**config.mk**
```make
export PLATFORM = sky130hd
export DESIGN_NAME = shot_keeper_mp_flat
export DESIGN_NICKNAME = d
export VERILOG_FILES = /design/src/rtl/shot_keeper_mp_if.sv /design/src/rtl/shot_keeper_mp.sv /design/src/flat_wrapper.sv
export SDC_FILE = /design/constraint.sdc
export NUM_CORES = 1
export LEC_CHECK = 0
export ABC_AREA = 1
export ABC_CLOCK_PERIOD_IN_PS = 2600
export CORE_MARGIN = 3
export CORE_UTILIZATION = 25
export DETAILED_ROUTE_END_ITERATION = 8
export PLACE_DENSITY = 0.56
export SLEW_MARGIN = 5
export SYNTH_ARGS = -nofsm -noshare
export SYNTH_HDL_FRONTEND = slang
export SYNTH_SLANG_ARGS = --single-unit
```
**constraint.sdc**
```tcl
create_clock -name Clk -period 2.6 [get_ports Clk]
set_clock_uncertainty 0.1 [all_clocks]
set_input_delay 0.39 -clock Clk [delete_from_list [all_inputs] [get_ports Clk]]
set_output_delay 0.39 -clock Clk [all_outputs]
set_load 0.02 [all_outputs]
```
**src/rtl/shot_keeper_mp_if.sv**
```systemverilog
// Trigger/hit inputs and shot/hit count outputs of the multi-player shot keeper.
// CNT_W follows from MAX_SHOTS so the bus always matches the keeper's counters.
interface shot_keeper_mp_if #(
  parameter int NUM_PLAYERS = 2,
  parameter int MAX_SHOTS   = 3
);
  localparam int CNT_W = $clog2(MAX_SHOTS + 1);

  logic [NUM_PLAYERS-1:0]       trigger;
  logic [NUM_PLAYERS-1:0]       hit;
  logic [2:0]                   state;
  logic                         round_start;
  logic [NUM_PLAYERS-1:0]       shot_fire;
  logic [NUM_PLAYERS*CNT_W-1:0] shots_used;
  logic [NUM_PLAYERS*CNT_W-1:0] hits;
  logic [NUM_PLAYERS-1:0]       no_shots_left;
  logic                         all_out;

  modport master (
    output trigger, hit, state, round_start,
    input  shot_fire, shots_used, hits, no_shots_left, all_out
  );

  modport slave (
    input  trigger, hit, state, round_start,
    output shot_fire, shots_used, hits, no_shots_left, all_out
  );
endinterface

```
**src/rtl/shot_keeper_mp.sv**
```systemverilog
// Per-player shot/hit keeper with round shot limit and refire cooldown.
// Raw trigger to shot_fire: 3 clock edges; no backpressure, dropped edges are not queued.
module shot_keeper_mp #(
  parameter int         NUM_PLAYERS = 2,
  parameter int         MAX_SHOTS   = 3,
  parameter int         COOLDOWN    = 4,
  parameter logic [2:0] PLAY_STATE  = 3'b010
) (
  input logic           Clk,
  input logic           Reset_n,
  shot_keeper_mp_if.slave bus
);
  localparam int CNT_W = $clog2(MAX_SHOTS + 1);
  localparam int TMR_W = (COOLDOWN > 1) ? $clog2(COOLDOWN) : 1;
  localparam logic [CNT_W-1:0] MAX_C    = CNT_W'(MAX_SHOTS);
  localparam logic [TMR_W-1:0] TMR_LOAD = (COOLDOWN > 0) ? TMR_W'(COOLDOWN - 1) : '0;

  typedef enum logic [1:0] {
    ARMED = 2'd0,
    COOL  = 2'd1,
    EMPTY = 2'd2
  } pstate_t;

  logic [NUM_PLAYERS-1:0] s1, s2, s3;
  logic [NUM_PLAYERS-1:0] trig_edge;
  logic                   play;

  pstate_t          st_q  [NUM_PLAYERS];
  pstate_t          st_d  [NUM_PLAYERS];
  logic [CNT_W-1:0] cnt_q [NUM_PLAYERS];
  logic [CNT_W-1:0] cnt_d [NUM_PLAYERS];
  logic [CNT_W-1:0] hit_q [NUM_PLAYERS];
  logic [CNT_W-1:0] hit_d [NUM_PLAYERS];
  logic [TMR_W-1:0] tmr_q [NUM_PLAYERS];
  logic [TMR_W-1:0] tmr_d [NUM_PLAYERS];
  logic [NUM_PLAYERS-1:0] pend_q, pend_d;
  logic [NUM_PLAYERS-1:0] fire_q, fire_d;
  logic [NUM_PLAYERS-1:0] nsl;

  always_ff @(posedge Clk or negedge Reset_n) begin
    if (!Reset_n) begin
      s1 <= '0;
      s2 <= '0;
      s3 <= '0;
    end else begin
      s1 <= bus.trigger;
      s2 <= s1;
      s3 <= s2;
    end
  end

  assign trig_edge = s2 & ~s3;
  assign play      = (bus.state == PLAY_STATE);

  always_comb begin
    st_d   = st_q;
    cnt_d  = cnt_q;
    hit_d  = hit_q;
    tmr_d  = tmr_q;
    pend_d = pend_q;
    fire_d = '0;
    for (int i = 0; i < NUM_PLAYERS; i++) begin
      if (bus.round_start) begin
        st_d[i]   = ARMED;
        cnt_d[i]  = '0;
        hit_d[i]  = '0;
        tmr_d[i]  = '0;
        pend_d[i] = 1'b0;
      end else begin
        // Hit is resolved before the shot so a same-cycle shot re-arms pending.
        if (bus.hit[i] && pend_q[i]) begin
          hit_d[i]  = hit_q[i] + 1'b1;
          pend_d[i] = 1'b0;
        end
        case (st_q[i])
          ARMED: begin
            if (trig_edge[i] && play) begin
              fire_d[i] = 1'b1;
              cnt_d[i]  = cnt_q[i] + 1'b1;
              pend_d[i] = 1'b1;
              if (cnt_q[i] + 1'b1 == MAX_C) begin
                st_d[i] = EMPTY;
              end else if (COOLDOWN > 0) begin
                st_d[i]  = COOL;
                tmr_d[i] = TMR_LOAD;
              end
            end
          end
          COOL: begin
            if (tmr_q[i] == '0) st_d[i] = ARMED;
            else                tmr_d[i] = tmr_q[i] - 1'b1;
          end
          EMPTY:   st_d[i] = EMPTY;
          default: st_d[i] = ARMED;
        endcase
      end
    end
  end

  always_ff @(posedge Clk or negedge Reset_n) begin
    if (!Reset_n) begin
      for (int i = 0; i < NUM_PLAYERS; i++) begin
        st_q[i]  <= ARMED;
        cnt_q[i] <= '0;
        hit_q[i] <= '0;
        tmr_q[i] <= '0;
      end
      pend_q <= '0;
      fire_q <= '0;
    end else begin
      st_q   <= st_d;
      cnt_q  <= cnt_d;
      hit_q  <= hit_d;
      tmr_q  <= tmr_d;
      pend_q <= pend_d;
      fire_q <= fire_d;
    end
  end

  for (genvar g = 0; g < NUM_PLAYERS; g++) begin : g_out
    assign bus.shots_used[g*CNT_W +: CNT_W] = cnt_q[g];
    assign bus.hits[g*CNT_W +: CNT_W]       = hit_q[g];
    assign nsl[g]                           = (cnt_q[g] == MAX_C);
  end

  assign bus.shot_fire     = fire_q;
  assign bus.no_shots_left = nsl;
  assign bus.all_out       = &nsl;
endmodule

```
**src/flat_wrapper.sv**
```systemverilog
// flat-port wrapper written by rule: the top's interface ports become plain ports
module shot_keeper_mp_flat 
#(
  parameter int         NUM_PLAYERS = 2,
  parameter int         MAX_SHOTS   = 3,
  parameter int         COOLDOWN    = 4,
  parameter logic [2:0] PLAY_STATE  = 3'b010
)
  (Clk, Reset_n, bus_trigger, bus_hit, bus_state, bus_round_start, bus_shot_fire, bus_shots_used, bus_hits, bus_no_shots_left, bus_all_out);
  shot_keeper_mp_if #(.NUM_PLAYERS(NUM_PLAYERS), .MAX_SHOTS(MAX_SHOTS)) bus_i ();
  input logic Clk;
  input logic Reset_n;
  input wire logic [$bits(bus_i.trigger)-1:0] bus_trigger;
  input wire logic [$bits(bus_i.hit)-1:0] bus_hit;
  input wire logic [$bits(bus_i.state)-1:0] bus_state;
  input wire logic [$bits(bus_i.round_start)-1:0] bus_round_start;
  output wire logic [$bits(bus_i.shot_fire)-1:0] bus_shot_fire;
  output wire logic [$bits(bus_i.shots_used)-1:0] bus_shots_used;
  output wire logic [$bits(bus_i.hits)-1:0] bus_hits;
  output wire logic [$bits(bus_i.no_shots_left)-1:0] bus_no_shots_left;
  output wire logic [$bits(bus_i.all_out)-1:0] bus_all_out;
  assign bus_i.trigger = bus_trigger;
  assign bus_i.hit = bus_hit;
  assign bus_i.state = bus_state;
  assign bus_i.round_start = bus_round_start;
  assign bus_shot_fire = bus_i.shot_fire;
  assign bus_shots_used = bus_i.shots_used;
  assign bus_hits = bus_i.hits;
  assign bus_no_shots_left = bus_i.no_shots_left;
  assign bus_all_out = bus_i.all_out;
  shot_keeper_mp #(.NUM_PLAYERS(NUM_PLAYERS), .MAX_SHOTS(MAX_SHOTS), .COOLDOWN(COOLDOWN), .PLAY_STATE(PLAY_STATE)) u_core (.Clk(Clk), .Reset_n(Reset_n), .bus(bus_i));
endmodule
```
==> results.ini <==
[outcome]
status = finished clean

[layout]
seqCellArea_um2 = 651
design_area_mm2 = 0.00157
nFillCells = 456
utilization = 0.346
fin_nets = 179
instances_no_fill = 227
syn_to_final_growth_pct = 28.2
multi_input_area_um2 = 462
final_cell_mix = 27 x nand2_1, 26 x dfrtp_1, 23 x inv_1
final_common_cell = nand2_1
n_antenna_cell = 0
drive_above_1_share = 0.0864

[floorplan]
dieArea_mm2 = 0.00578
num_rows = 24
core-area_mm2 = 0.00453
io_pins = 23
start_util = 0.270
die_w_um = 76.0
die_y_um = 76.0

[route]
post_drt_wl_per_cell_um = 9.73
top_layer = met4
via_per_inst = 3.96
drcViolationCount = 0
met1Wirelength_um = 1110
wl_met3_um = 116
wl_met2_um = 963
dr.pass1.iters = 4
drt-total-wl_um = 2210
vias = 898
drt_iter0_markers = 28
antenna_left = 0

[timing]
setup_viol = 0
setup_tns_ps = 0
max_freq_mhz = 485
fin_crit_ps = 2060
hold_viol = 0
worstMarginPinSlew_ps = 356
fin_crit_sh = 0.793
rsz0062_at_grt = false
max-slew-margin-rel = 0.762
timing.final.ws_setup_ps = 539
slew_viol_final = 0
holdWs_ps = 253

[worst_setup_path]
end_kind = output port
start_kind = flip-flop
crit_type = reg -> out
slowest_stage = clkdlybuf4s50_1
cp_max_fo = 5
worst_ep_required_time_ps = 2110
slowest_delay_ps = 600
worst_r2r_path_depth = 10
arrival_ps = 1570
crit_chain = ha_1 > nand2_1 > inv_1 > clkdlybuf4s50_1

[placed_design]
portBuffers = 22
place_congestion = 0.745
dp_slack_ps = 791
dp_cells = 223
dp_hpwl_um = 1690
placed_cell_area_mm2 = 0.00152

[pwr]
p_total_mw = 0.749
pwr_density_cell_mw_per_mm2 = 477
leakage_nw = 0.780
peakVddDrop_mv = 0.195

[yosys]
seq_area_frac_synth = 0.531
ys_warn_count = 0
syn_area_per_cell_um2 = 8.94
syn_inst = 137
ys_types = 21
ys_seq_elements = 26
synth_nets = 153
syn-cell-area_mm2 = 0.00122

[clock_network]
cts_sinks = 26
numCtsBuffers = 3
post_cts_buffers = 0
htreeDepth = 1
cts_resized = 0
hold_buffers = 0
clock_tree.buffer_depth = 2
cts_tree = yes
cts_root_buf = clkbuf_8
insertion_delay_ps = 260
cts.clk_slew.worst_paths_ps = 90

[global_routing]
gr-total-overflow = 0
grt_pass1_wl_um = 4090
grt_max_degree = 27
grt_pass1_vias = 891
antenna_found_initial = 0
track_usage = 0.0840

[min_path]
min_path_cells = 0
holdCritPathClass = reg -> reg

[flow_run]
drv_cap = 0

-- worst max-delay path, delay by kind of cell, from the launching register on --
family	cells	cell delay, ps
flops	1	420
simple gates	1	60
buf+inv	2	650
fa+ha+maj	1	200
-- synthesized netlist by cell type, drive strengths merged --
cell type,n,share of area
nand2,31,0.10
nand4,2,0.010
o211ai,1,0.0061
nand3b,2,0.012
dfrtp,26,0.53
inv,25,0.077
and3,1,0.0051
o21ai,10,0.041
buf,2,0.015
nor2,9,0.028
a21oi,3,0.012
ha,6,0.061
nand3,16,0.074
xor2,1,0.0072
nor3,2,0.017
-- cell families after synthesis --
kind of cell,after synthesis,share of synthesized area
AOI/OAI and AO/OA,14,0.0592
adders and majority gates,6,0.0613
buffers and inverters,27,0.0919
xor gates and xnor gates,1,0.00715
and+or+nand+nor,63,0.249
DFF,26,0.531
-- flip-flops by register name, indices dropped and copies added (netlist names) --
name,cells
u_core.bus.shots_used,4
u_core.bus.shot_fire,2
u_core.tmr_q,4
u_core.st_q,4
u_core.s3,2
u_core.s1,2
u_core.pend_q,2
u_core.bus.hits,4
u_core.s2,2
-- where the power goes --
group	internal [mW]	total, mW	leakage (nW)	switching, mW
Clock	0.135	0.250	0.0288	0.115
Combinational	0.0313	0.0737	0.410	0.0424
Sequential	0.418	0.425	0.341	0.00765
Total	0.584	0.749	0.780	0.165
-- area by class of cell --
class | instances | share of cell area
flip-flops and latches | 26 | 0.414
multi-input cells | 84 | 0.294
repair buffers | 23 | 0.145
inverters | 25 | 0.0598
well taps | 65 | 0.0518
clock buffers | 4 | 0.0351
-- layer usage --
| layer | track usage | up-vias |
|---|---|---|
| met5 | 0 | - |
| met4 | 0.0217 | 0 |
| met3 | 0.0248 | 2 |
| met2 | 0.129 | 15 |
| met1 | 0.116 | 399 |
| li1 | - | 482 |
-- worst paths after layout --
kind                                          startpoint  slack [ps]                        to
min in group asynchronous                        Reset_n         390            u_core.st_q[3]
worst max-delay path            u_core.bus.shots_used[0]         540               bus_all_out
worst min-delay path                        u_core.s1[1]         250              u_core.s2[1]
max in group asynchronous                        Reset_n        1750  u_core.bus.shots_used[0]
worst max register to register  u_core.bus.shots_used[2]        1230           u_core.tmr_q[1]
worst min register to register              u_core.s1[1]         250              u_core.s2[1]
Note: power is estimated with default switching activity, not from simulation.
